===== config.mk =====
export PLATFORM = sky130hd
export DESIGN_NAME = ddr3_test_pattern_gen
export DESIGN_NICKNAME = d
export VERILOG_FILES = /design/src/rtl/ddr3_test_pkg.sv /design/src/rtl/ddr3_test_pattern_gen.sv
export SDC_FILE = /design/constraint.sdc
export NUM_CORES = 1
export LEC_CHECK = 0
export CAP_MARGIN = 20
export CORE_ASPECT_RATIO = 0.6
export CORE_UTILIZATION = 40
export CTS_CLUSTER_SIZE = 24
export DETAILED_ROUTE_END_ITERATION = 16
export PLACE_DENSITY_LB_ADDON = 0.2
export SLEW_MARGIN = 20
export SYNTH_ARGS = -nofsm -noshare
export SYNTH_HDL_FRONTEND = slang
export SYNTH_SLANG_ARGS = --single-unit

===== constraint.sdc =====
create_clock -name clk -period 1.4 [get_ports clk]
set_input_delay 0.14 -clock clk [delete_from_list [all_inputs] [get_ports clk]]
set_output_delay 0.14 -clock clk [all_outputs]
set_load 0.05 [all_outputs]

===== src/rtl/ddr3_test_pkg.sv =====
// Shared encodings for the DDR3 loopback traffic checker: pattern modes,
// controller states and Galois LFSR tap masks.
package ddr3_test_pkg;

  localparam logic [1:0] MODE_INC     = 2'd0;
  localparam logic [1:0] MODE_WALK    = 2'd1;
  localparam logic [1:0] MODE_LFSR    = 2'd2;
  localparam logic [1:0] MODE_CHECKER = 2'd3;

  localparam logic [1:0] ST_IDLE  = 2'd0;
  localparam logic [1:0] ST_WRITE = 2'd1;
  localparam logic [1:0] ST_READ  = 2'd2;
  localparam logic [1:0] ST_DONE  = 2'd3;

  // Right-shifting Galois masks: x^8+x^6+x^5+x^4+1, x^16+x^14+x^13+x^11+1,
  // x^32+x^22+x^2+x^1+1.
  localparam logic [31:0] LFSR_TAPS_8  = 32'h0000_00B8;
  localparam logic [31:0] LFSR_TAPS_16 = 32'h0000_B400;
  localparam logic [31:0] LFSR_TAPS_32 = 32'h8020_0003;

  function automatic logic [31:0] lfsr_taps(input int unsigned width);
    case (width)
      8:       lfsr_taps = LFSR_TAPS_8;
      16:      lfsr_taps = LFSR_TAPS_16;
      default: lfsr_taps = LFSR_TAPS_32;
    endcase
  endfunction

endpackage


===== src/rtl/ddr3_test_pattern_gen.sv =====
// Test data pattern generator: load seeds the selected pattern (mode is
// latched on load), advance steps it to the next word.
module ddr3_test_pattern_gen
  import ddr3_test_pkg::*;
#(
  parameter int unsigned DQ_BITWIDTH = 16,
  parameter logic [31:0] LFSR_SEED   = 32'h0000_0001
) (
  input  logic                   clk,
  input  logic                   reset,
  input  logic                   load,
  input  logic                   advance,
  input  logic [1:0]             mode,
  output logic [DQ_BITWIDTH-1:0] data
);

  localparam logic [DQ_BITWIDTH-1:0] ONE      = {{(DQ_BITWIDTH-1){1'b0}}, 1'b1};
  localparam logic [DQ_BITWIDTH-1:0] TAPS     = DQ_BITWIDTH'(lfsr_taps(DQ_BITWIDTH));
  localparam logic [DQ_BITWIDTH-1:0] SEED_RAW = LFSR_SEED[DQ_BITWIDTH-1:0];
  localparam logic [DQ_BITWIDTH-1:0] SEED     = (SEED_RAW == '0) ? ONE : SEED_RAW;
  localparam logic [DQ_BITWIDTH-1:0] CHECKER  = {(DQ_BITWIDTH/2){2'b10}};

  logic [DQ_BITWIDTH-1:0] data_q, data_d;
  logic [1:0]             mode_q, mode_d;

  always_comb begin
    data_d = data_q;
    mode_d = mode_q;
    if (load) begin
      mode_d = mode;
      case (mode)
        MODE_INC, MODE_WALK: data_d = ONE;
        MODE_LFSR:           data_d = SEED;
        default:             data_d = CHECKER;
      endcase
    end else if (advance) begin
      case (mode_q)
        MODE_INC:  data_d = data_q + ONE;
        MODE_WALK: data_d = {data_q[DQ_BITWIDTH-2:0], data_q[DQ_BITWIDTH-1]};
        MODE_LFSR: data_d = (data_q >> 1) ^ (data_q[0] ? TAPS : '0);
        default:   data_d = ~data_q;
      endcase
    end
  end

  always_ff @(posedge clk) begin
    if (reset) begin
      data_q <= '0;
      mode_q <= MODE_INC;
    end else begin
      data_q <= data_d;
      mode_q <= mode_d;
    end
  end

  assign data = data_q;

endmodule


==> results_dict.tcl, run 1 <==
set metrics [dict create \
    result_of_the_run "finished, violations left" \
    failed_checks "setup timing" \
    clkSlewWorstSetupHoldPaths_ps 80 \
    cts-root-buf "sky130_fd_sc_hd__clkbuf_8" \
    layout.nets 274 \
    final_antenna_net_count 0 \
    postSynthCellCount 213 \
    floorplan.initialDensity 0.442 \
    post_synth_main_area_contributors "sky130_fd_sc_hd__dfxtp_1 (24%), sky130_fd_sc_hd__a21oi_1 (7.6%), sky130_fd_sc_hd__nor2_1 (6.9%)" \
    timing.critical_path.arrival_ps 1580 \
    routed-via-count 1850 \
    grt_usage 0.275 \
    seq_area_frac_synth 0.238 \
    routabilityCongestion 0.982 \
    cpLargestDelayFamily "compound AO/OA/AOI/OAI gates" \
    setup_slack_ps -36.0 \
    hold_path.class "in2reg" \
    asyncSetResetFlopFracSynth 0 \
    drt_iter0_markers 170 \
    final.min_clock_period_ps 1440 \
    synth_seq_cells 18 \
    dr_pass1_iterations 5 \
    timing.final.max_slew_violations 0 \
    final_min_period_over_clock_period 1.03 \
    timing.setup.critical_path_class "reg2reg" \
    grt_first_pass_wirelength_mm 8.35 \
    io_pins 22 \
    synth-warning-count 0 \
    cells_traversed_along_the_worst_timing_path "ha_4 -> nand3_4 -> nor2_4 -> buf_12 -> buf_4 -> a21o_1 -> a21oi_1 -> o32ai_1" \
    core_region_area_um2 3420 \
    synth_top_area_cell "sky130_fd_sc_hd__dfxtp_1" \
    synth_area_um2 1510 \
    largest_stage_delay_on_the_critical_path_ps 360 \
    avgRoutedWirePerCell_um 16.6 \
    htreeDepth 1 \
    setup_violations 2 \
    p_leak_uw 0.000936 \
    synthFlopType "sky130_fd_sc_hd__dfxtp_1" \
    powerDensity_nw_per_um2 623 \
    setup.worst_path.end_class "register" \
    cts_buffer_depth 2 \
    worst-endpoint-required_ps 1550 \
    routed_via_density 5.95 \
    nFillCells 255 \
    maxClockFrequency_ghz 0.696 \
    synthesis.area_per_instance_um2 7.11 \
    mappedNetlistNets 220 \
    yosys.cell_types.count 47 \
    areaGrowthSynthToFinish_pct 61.0 \
    critical_path.startpoint_type "register" \
    fp.dieArea_um2 4040 \
    clock_latency_ps 260 \
    timing.final.hold_violations 0 \
    via_count_of_the_first_global_routing_pass 1727 \
    grt_setup_unrepaired "true" \
    die_width_um 81.4 \
    finalPower_uw 1520 \
    timing_worst_slew_pin_value_ps 443 \
    detail_route.drc_violations 0 \
    row_count 16 \
    port_buffers 21 \
    timing.critical_path.slowest_stage_cell "sky130_fd_sc_hd__dfxtp_4" \
    max_cap_violations 0 \
    n_antenna_cell 0 \
    max-vdd-ir-drop_mv 0.368 \
    grt-ovfl-total 0 \
    dieHeight_um 49.7 \
    dp_hpwl_mm 3.74 \
    crit_fanout 4 \
    synth_edf_count 0 \
    cts_sinks 18 \
    holdWs_ps 414 \
    routed_wirelength_mm 5.16 \
    critical_path.n_buffers_inverters 2 \
    tritoncts "built" \
    antenna_found_initial 0 \
    grt_max_degree 17 \
    fin_worst_skew_ps 4.51 \
    cts-buffers-inserted 3 \
    preCtsSetupSlack_ps -222 \
    share_of_post_route_cells_with_drive_strength_above_1 0.425 \
    timing.max_slew.rel_slack 0.704 \
    yosysTopAreaCellShare 0.238 \
]
==> sequential cells by signal, indices dropped and copies added, names as in the netlist <==
| name | count |
|---|---|
| data | 16 |
| mode_q | 2 |
==> power by group <==
group	internal, µW	leakage [µW]	switching [µW]	total, µW
sequential	526	0.000157	42.0	568
combinational	264	0.000756	284	548
clock	196	0.0000231	206	402
total	987	0.000936	532	1520
==> layout make-up <==
class / count / area, µm² / area share
multi-input combinational: 167 / 1120 / 0.458
clock inverter: 1 / 3.75 / 0.00154
sequential: 18 / 403 / 0.165
clock buffer: 3 / 41.3 / 0.0169
tap: 45 / 56.3 / 0.0231
inverter: 5 / 18.8 / 0.00770
timing repair buffer: 72 / 798 / 0.328
==> synthesized netlist by cell type, drive strengths merged, types with 5 or more instances <==
cell and n:
clkbuf 7, xor2 5, a31oi 5, dfxtp 18, a21oi 23, buf 16, nor2 30, nand2 14
o21ai 15, inv 5, nor3 7, nand3 10
==> placed cells by master (no fill, tap or decap), types with 3 or more instances in the layout <==
| cell type | instances |
|---|---|
| sky130_fd_sc_hd__nor3_1 | 7 |
| sky130_fd_sc_hd__buf_12 | 17 |
| sky130_fd_sc_hd__clkdlybuf4s50_1 | 4 |
| sky130_fd_sc_hd__o211ai_1 | 3 |
| sky130_fd_sc_hd__buf_4 | 43 |
| sky130_fd_sc_hd__nand4_1 | 3 |
| sky130_fd_sc_hd__xor2_1 | 5 |
| sky130_fd_sc_hd__nor2_2 | 4 |
| sky130_fd_sc_hd__buf_6 | 6 |
| sky130_fd_sc_hd__clkbuf_8 | 3 |
| sky130_fd_sc_hd__o21ai_0 | 9 |
| sky130_fd_sc_hd__nand3_1 | 7 |
| sky130_fd_sc_hd__mux2i_1 | 3 |
| sky130_fd_sc_hd__o21ai_1 | 6 |
| sky130_fd_sc_hd__nand2_1 | 14 |
| sky130_fd_sc_hd__dfxtp_2 | 7 |
| sky130_fd_sc_hd__inv_1 | 5 |
| sky130_fd_sc_hd__nor2_1 | 24 |
| sky130_fd_sc_hd__a31oi_1 | 5 |
| sky130_fd_sc_hd__a21oi_1 | 21 |
| sky130_fd_sc_hd__dfxtp_4 | 9 |
==> final timing paths <==
check             startpoint       end  slack (ps)  depth (start not counted)
setup / recovery     data[1]   data[8]         -40                          8
hold / removal          load   data[1]         410                          3
setup reg to reg     data[1]   data[8]         -40                          8
hold reg to reg     data[12]  data[12]         570                          2
==> tightest hold or removal path, delay by kind of cell <==
| kind | cells | cell delay (ps) |
|---|---|---|
| AOI/OAI and AO/OA | 1 | 70 |
| buffers and inverters | 2 | 430 |
==> routing by layer <==
metal | routed length (µm) | up-vias | track usage | part of all wire
li1 | - | 890 | - | -
met1 | 2380 | 849 | 0.388 | 0.46
met2 | 2220 | 101 | 0.392 | 0.43
met3 | 473 | 10 | 0.0815 | 0.092
met4 | 86 | 0 | 0.0952 | 0.017
met5 | 0 | - | 0 | 0
==> cells by family after synthesis <==
kind of cell             count (synthesis)  synth area share
AND/OR/NAND/NOR                         82             0.274
buffers and inverters                   28            0.0967
adder cells (fa/ha/maj)                  1           0.00826
AO/OA/AOI/OAI                           71             0.304
multiplexers                             4            0.0273
flip-flops                              18             0.238
XOR/XNOR                                 9            0.0521
==> through the flow <==
step                      instance area [µm²]  instances  TNS [ps]  utilization
after global placement                   2220        303     -1530        0.648
after floorplan                          1600        213     -3.52            -
final                                    2440        311     -38.9        0.712
after detailed placement                 2220        303     -2240        0.648
after CTS                                2300        308     -33.3        0.672
after global routing                     2440        311      -466        0.712
==> what timing repair did <==
action                                  CTS  global route
endpoints found under the setup margin   12            14
cloned                                    0             0
setup buffers                             1             4
gates resized for setup                   8            30
hold buffers                              0             0
pin swaps                                 3            17
Note: power is estimated with default switching activity, not from simulation.
==> inputs of run 2 (changes only) <==
--- a/config.mk
+++ b/config.mk
@@ -10,6 +10,7 @@
 export CORE_UTILIZATION = 40
 export CTS_CLUSTER_SIZE = 24
 export DETAILED_ROUTE_END_ITERATION = 16
+export GPL_ROUTABILITY_DRIVEN = 0
 export PLACE_DENSITY_LB_ADDON = 0.2
 export SLEW_MARGIN = 20
 export SYNTH_ARGS = -nofsm -noshare
==> run 2 against run 1 <==
Compared with the run above:
- sequential share of layout area is 0.38 points lower
- cell count rose by 0.96%
- power is 1.1% higher
- setup slack improved by 1.8 ps
- clock-buffer cell count did not move
- the run still ends with setup timing left
- clock skew decreased by 1.4 ps
- utilization increased by 1.7 points
- largest power group is now combinational logic
- sequential power grew 1%
==> results_dict.tcl, run 2 (synthesis gave the netlist of run 1 again) <==
set metrics [dict create \
    maxClockFrequency_ghz 0.697 \
    timing_worst_slew_pin_value_ps 435 \
    via_count_of_the_first_global_routing_pass 1728 \
    timing.final.hold_violations 0 \
    grt-ovfl-total 0 \
    r2r_setup_slack_ps -30 \
    min_delay_worst_endpoint "data[1]" \
    crit-reg2reg-launch "mode_q[1]" \
    p_leak_uw 0.000964 \
    routed_wirelength_mm 5.62 \
    timing.critical_path.mode_cell "sky130_fd_sc_hd__a21oi_1" \
    row_count 16 \
    result_of_the_run "finished, violations left" \
    die_width_um 81.4 \
    cells_traversed_along_the_worst_timing_path "buf_4 -> a21oi_1 -> a21oi_1 -> mux2_2 -> o211ai_1 -> o311ai_2" \
    grt.met2_usage 0.397 \
    number_of_cells_traversed_by_the_worst_hold_path 3 \
    cts-root-buf "sky130_fd_sc_hd__clkbuf_8" \
    largest_register_ff_count 16 \
    postLayoutCellArea_um2 2490 \
    setup_slack_ps -34.2 \
    final.min_clock_period_ps 1430 \
    cts_buffer_depth 2 \
    hold_path.class "in2reg" \
    cts_sinks 18 \
    final_antenna_net_count 0 \
    fp.dieArea_um2 4040 \
    max_cap_violations 0 \
    grt_first_pass_wirelength_mm 8.59 \
    drt_iter0_markers 232 \
    final_cell_mix "sky130_fd_sc_hd__buf_4 (49), sky130_fd_sc_hd__nor2_1 (24), sky130_fd_sc_hd__a21oi_1 (21), sky130_fd_sc_hd__buf_12 (17), sky130_fd_sc_hd__nand2_1 (13)" \
    floorplan.initialDensity 0.442 \
    detail_route.drc_violations 0 \
    core_region_area_um2 3420 \
    grt.met1_usage 0.406 \
    detailed_place.area_um2 2220 \
    fin_worst_skew_ps 3.10 \
    r2r_end "data[14]" \
    htreeDepth 1 \
    clkSlewWorstSetupHoldPaths_ps 70 \
    routed_via_density 6.09 \
    busiest_layer "met1" \
    io_pins 22 \
    timing.hold.worst.start "mode[0]" \
    n_antenna_cell 0 \
    timing.critical_path.arrival_ps 1570 \
    dp_hpwl_mm 3.74 \
    areaGrowthSynthToFinish_pct 64.8 \
    final_common_cell "sky130_fd_sc_hd__buf_4" \
    grt.met3_usage 0.0778 \
    setup.worst_path.end_class "register" \
    critical_path.startpoint_type "register" \
    avgRoutedWirePerCell_um 17.9 \
    preCtsSetupSlack_ps -274 \
    setup_tns_ps -39.2 \
    routed-via-count 1911 \
    timing.max_slew.rel_slack 0.710 \
    r2r.worst_path.cells 6 \
    timing.final.max_slew_violations 0 \
    powerDensity_nw_per_um2 616 \
    antenna_found_initial 0 \
    layout.nets 278 \
    cts_hold_buf 0 \
    cts-buffers-inserted 3 \
    port_buffers 21 \
    timing.setup.critical_path_class "reg2reg" \
    tritoncts "built" \
    dpl.cell_count 303 \
    dieHeight_um 49.7 \
    largest_stage_delay_on_the_critical_path_ps 380 \
    grt_max_degree 16 \
    grt_usage 0.281 \
    final_cells 314 \
    failed_checks "setup timing" \
    grt_setup_unrepaired "true" \
    crit_fanout 8 \
    clock_latency_ps 260 \
    setup_violations 3 \
    final_min_period_over_clock_period 1.02 \
    timing.critical_path.slowest_stage_cell "sky130_fd_sc_hd__dfxtp_4" \
    share_of_post_route_cells_with_drive_strength_above_1 0.454 \
    dr_pass1_iterations 5 \
    max-vdd-ir-drop_mv 0.425 \
    worst-endpoint-required_ps 1530 \
]
==> run 2: routing by layer <==
layer,share of wire,vias to the layer above
met5,0,-
met4,0.012,0
met3,0.091,11
met2,0.46,118
met1,0.44,896
li1,-,886
==> run 2: worst max-delay path by stage <==
stage / startpoint / to / slack (ps) / cells past startpoint
detailed placement: advance / data[7] / -270 / 7
floorplan: data[3] / data[12] / -4 / 6
global placement: advance / data[7] / -260 / 7
CTS: data[1] / data[7] / -10 / 6
global route: data[0] / data[7] / -120 / 6
finish: mode_q[1] / data[14] / -30 / 6
==> run 2: critical path: cells and delay by family, from the launching register on <==
| kind | cells | cell delay, ps |
|---|---|---|
| compound gates | 4 | 480 |
| buf+inv | 1 | 170 |
| flops | 1 | 380 |
| mux | 1 | 270 |
==> run 2: timing repair <==
item | CTS | global route
buffers inserted | 7 | 1
pin swaps | 4 | 11
resized for setup | 15 | 29
endpoints found under the setup margin | 12 | 15
==> run 2: metrics by stage <==
step / hold WS [ps] / utilization / power (µW)
3_5_place_dp: 550 / 0.648 / 1080
2_1_floorplan: 287 / - / 851
4_1_cts: 502 / 0.692 / 1480
3_3_place_gp: 552 / 0.648 / 1070
5_1_grt: 523 / 0.729 / 1600
6_report: 514 / 0.729 / 1540
==> run 2: final cells by class <==
type                       count  area [µm²]
clock buffer                   3        41.3
multi-input combinational    167        1160
fill                         239         928
timing repair buffer          76         815
tap                           45        56.3
inverter                       5        18.8
sequential                    18         403
==> run 2: power by group <==
| group | internal, µW | switching, µW |
|---|---|---|
| Combinational | 278 | 297 |
| Sequential | 527 | 47.0 |
| Clock | 192 | 195 |
| Total | 997 | 539 |
==> RTL edit, RTL diff (settings of run 1) <==
Set the parameter `DQ_BITWIDTH` to 24 (it was 16).
--- a/src/rtl/ddr3_test_pattern_gen.sv
+++ b/src/rtl/ddr3_test_pattern_gen.sv
@@ -5,3 +5,3 @@
 #(
-  parameter int unsigned DQ_BITWIDTH = 16,
+  parameter int unsigned DQ_BITWIDTH = 24,
   parameter logic [31:0] LFSR_SEED   = 32'h0000_0001
Interface: changed (resized data); port bits go from 22 to 30. No check against the original RTL was run, so the function may have changed too.
==> RTL edit against run 1 <==
- cell area up 61%
- worst setup slack lost 0.19 ns
- clock skew increased by 0.0056 ns
- non-clock buffer count is 59 higher
- via count increased by 60%
- sequential cell count increased by 8
- the run still ends with negative setup slack left
- global-route usage increased by 1.4 points
- critical path type unchanged
- total power grew 58%
- sequential share of layout area shrank 1.6 points
- routed wire length grew 75%
- die area is 48% higher
- first-iteration DRC count is 83% higher
- synthesized area rose by 50%
==> RTL edit: results <==
set metrics [dict create \
    path_clk_slew_ns 0.11 \
    tns_ns -2.82 \
    critPathTopFamily "simple AND/OR/NAND/NOR gates" \
    detailed_place_hpwl_mm 6.09 \
    cts_inserted_buffers 3 \
    ctsHoldBuffers 0 \
    portBuffers 29 \
    syn-num-nets 307 \
    grt_max_degree 21 \
    r2r-end "data[23]" \
    r2r_start "data[5]" \
    hold_path_class "in2reg" \
    synth_common_cells "nor2_1, dfxtp_1, a21oi_1" \
    worst_slack_ns -0.230 \
    syn_inst 300 \
    finalClockSkew_ns 0.0101 \
    hold_ws_ns 0.488 \
    cts-htree-levels 1 \
    violations "negative setup slack" \
    worst-path-max-fanout 8 \
    largest_register_ffs 24 \
    antenna_cells 0 \
    drt-pass1-iter-count 6 \
    ir_worst_vdd_uv 624 \
    nets 416 \
    min_to "mode_q[0]" \
    wl_per_cell_um 19.1 \
    grt_pass1_wl_mm 13.3 \
    worstPathArrival_ns 1.84 \
    ys_types 61 \
    wl_mm 9.03 \
    clk_path_buf_depth 2 \
    seq_area_frac_synth_pct 22.9 \
    grt_antenna_before_repair 0 \
    leakage_nw 1.61 \
    synth_top_area_cell "dfxtp_1" \
    grt_usage_pct 28.9 \
    dp_cells 453 \
    synth_async_sr_flop_share_pct 0 \
    setup_violations 21 \
    vias 2959 \
    clk_latency_ns 0.29 \
    min_from "mode[0]" \
    worstMarginPinSlew_ns 0.378 \
    synthTopCellsByArea "dfxtp_1, a21oi_1, o21ai_0, nor2_1, nand2_1" \
    drtIter0Drc 311 \
    run_status "finished, violations left" \
    cp_slowest_cell "dfxtp_4" \
    whs_path_depth 3 \
    clock-root-buffer "clkbuf_8" \
    grt_pass1_vias 2631 \
    critPathMaxStageDelay_ns 0.38 \
    fill_cells 379 \
    drive_gt1_share_pct 51.2 \
    r2r_cells 7 \
    yosysWarnings 0 \
    gp_congestion 0.976 \
]
## RTL edit: through the flow
| step | worst slack, ns | area [µm²] | power [mW] | utilization (%) |
|---|---|---|---|---|
| finish | -0.230 | 3930 | 2.40 | 74.8 |
| global route | -0.285 | 3930 | 2.48 | 74.8 |
| CTS | -0.207 | 3640 | 2.30 | 69.3 |
| detailed placement | -0.407 | 3440 | 1.61 | 65.5 |
| global placement | -0.420 | 3440 | 1.60 | 65.5 |
| floorplan | -0.283 | 2360 | 1.24 | - |
## RTL edit: how the worst max path moves through the flow
stage	from	to	slack [ns]	cells past startpoint
global route	data[1]	data[22]	-0.29	7
detailed placement	load	data[5]	-0.41	5
finish	data[5]	data[23]	-0.23	7
floorplan	data[0]	data[12]	-0.28	6
CTS	data[0]	data[12]	-0.21	6
global placement	load	data[5]	-0.42	5
## RTL edit: cells by family after synthesis
| kind of cell | count (synthesis) | share of synthesized area [%] |
|---|---|---|
| and+or+nand+nor | 100 | 24.3 |
| xor gates and xnor gates | 15 | 5.78 |
| adders and majority gates | 1 | 0.550 |
| DFF | 26 | 22.9 |
| AOI/OAI and AO/OA | 107 | 31.0 |
| buffers and inverters | 41 | 10.9 |
| muxes | 10 | 4.51 |
## RTL edit: what timing repair did
item,CTS,global route
buffers inserted,6,14
gates resized for setup,24,51
setup endpoints to repair,23,24
pin swaps,18,31
endpoints found under the hold margin,0,0
## RTL edit: cell type report
cell class	instances	area share, %
repair buffers	131	34.7
clock buffers	3	1.05
clock inverters	1	0.764
well taps	66	2.10
multi-input cells	233	44.4
flip-flops and latches	26	15.0
inverters	14	2.01
## RTL edit: report_power, final
group	total (mW)	internal [mW]	switching (mW)
sequential	0.804	0.760	0.0439
clock	0.664	0.384	0.281
combinational	0.927	0.441	0.485
## RTL edit: per-layer routing
| metal | routed length, µm | global-route usage [%] | vias up |
|---|---|---|---|
| met5 | 0 | 0 | - |
| met4 | 165 | 5.46 | 0 |
| met3 | 960 | 8.41 | 28 |
| met2 | 3940 | 45.5 | 184 |
| met1 | 3970 | 40.1 | 1413 |
| li1 | - | - | 1334 |
## RTL edit: worst min-delay path, delay by kind of cell
kind	cells	cell delay, ns
mux	1	0.13
simple gates	1	0.05
buf+inv	1	0.42
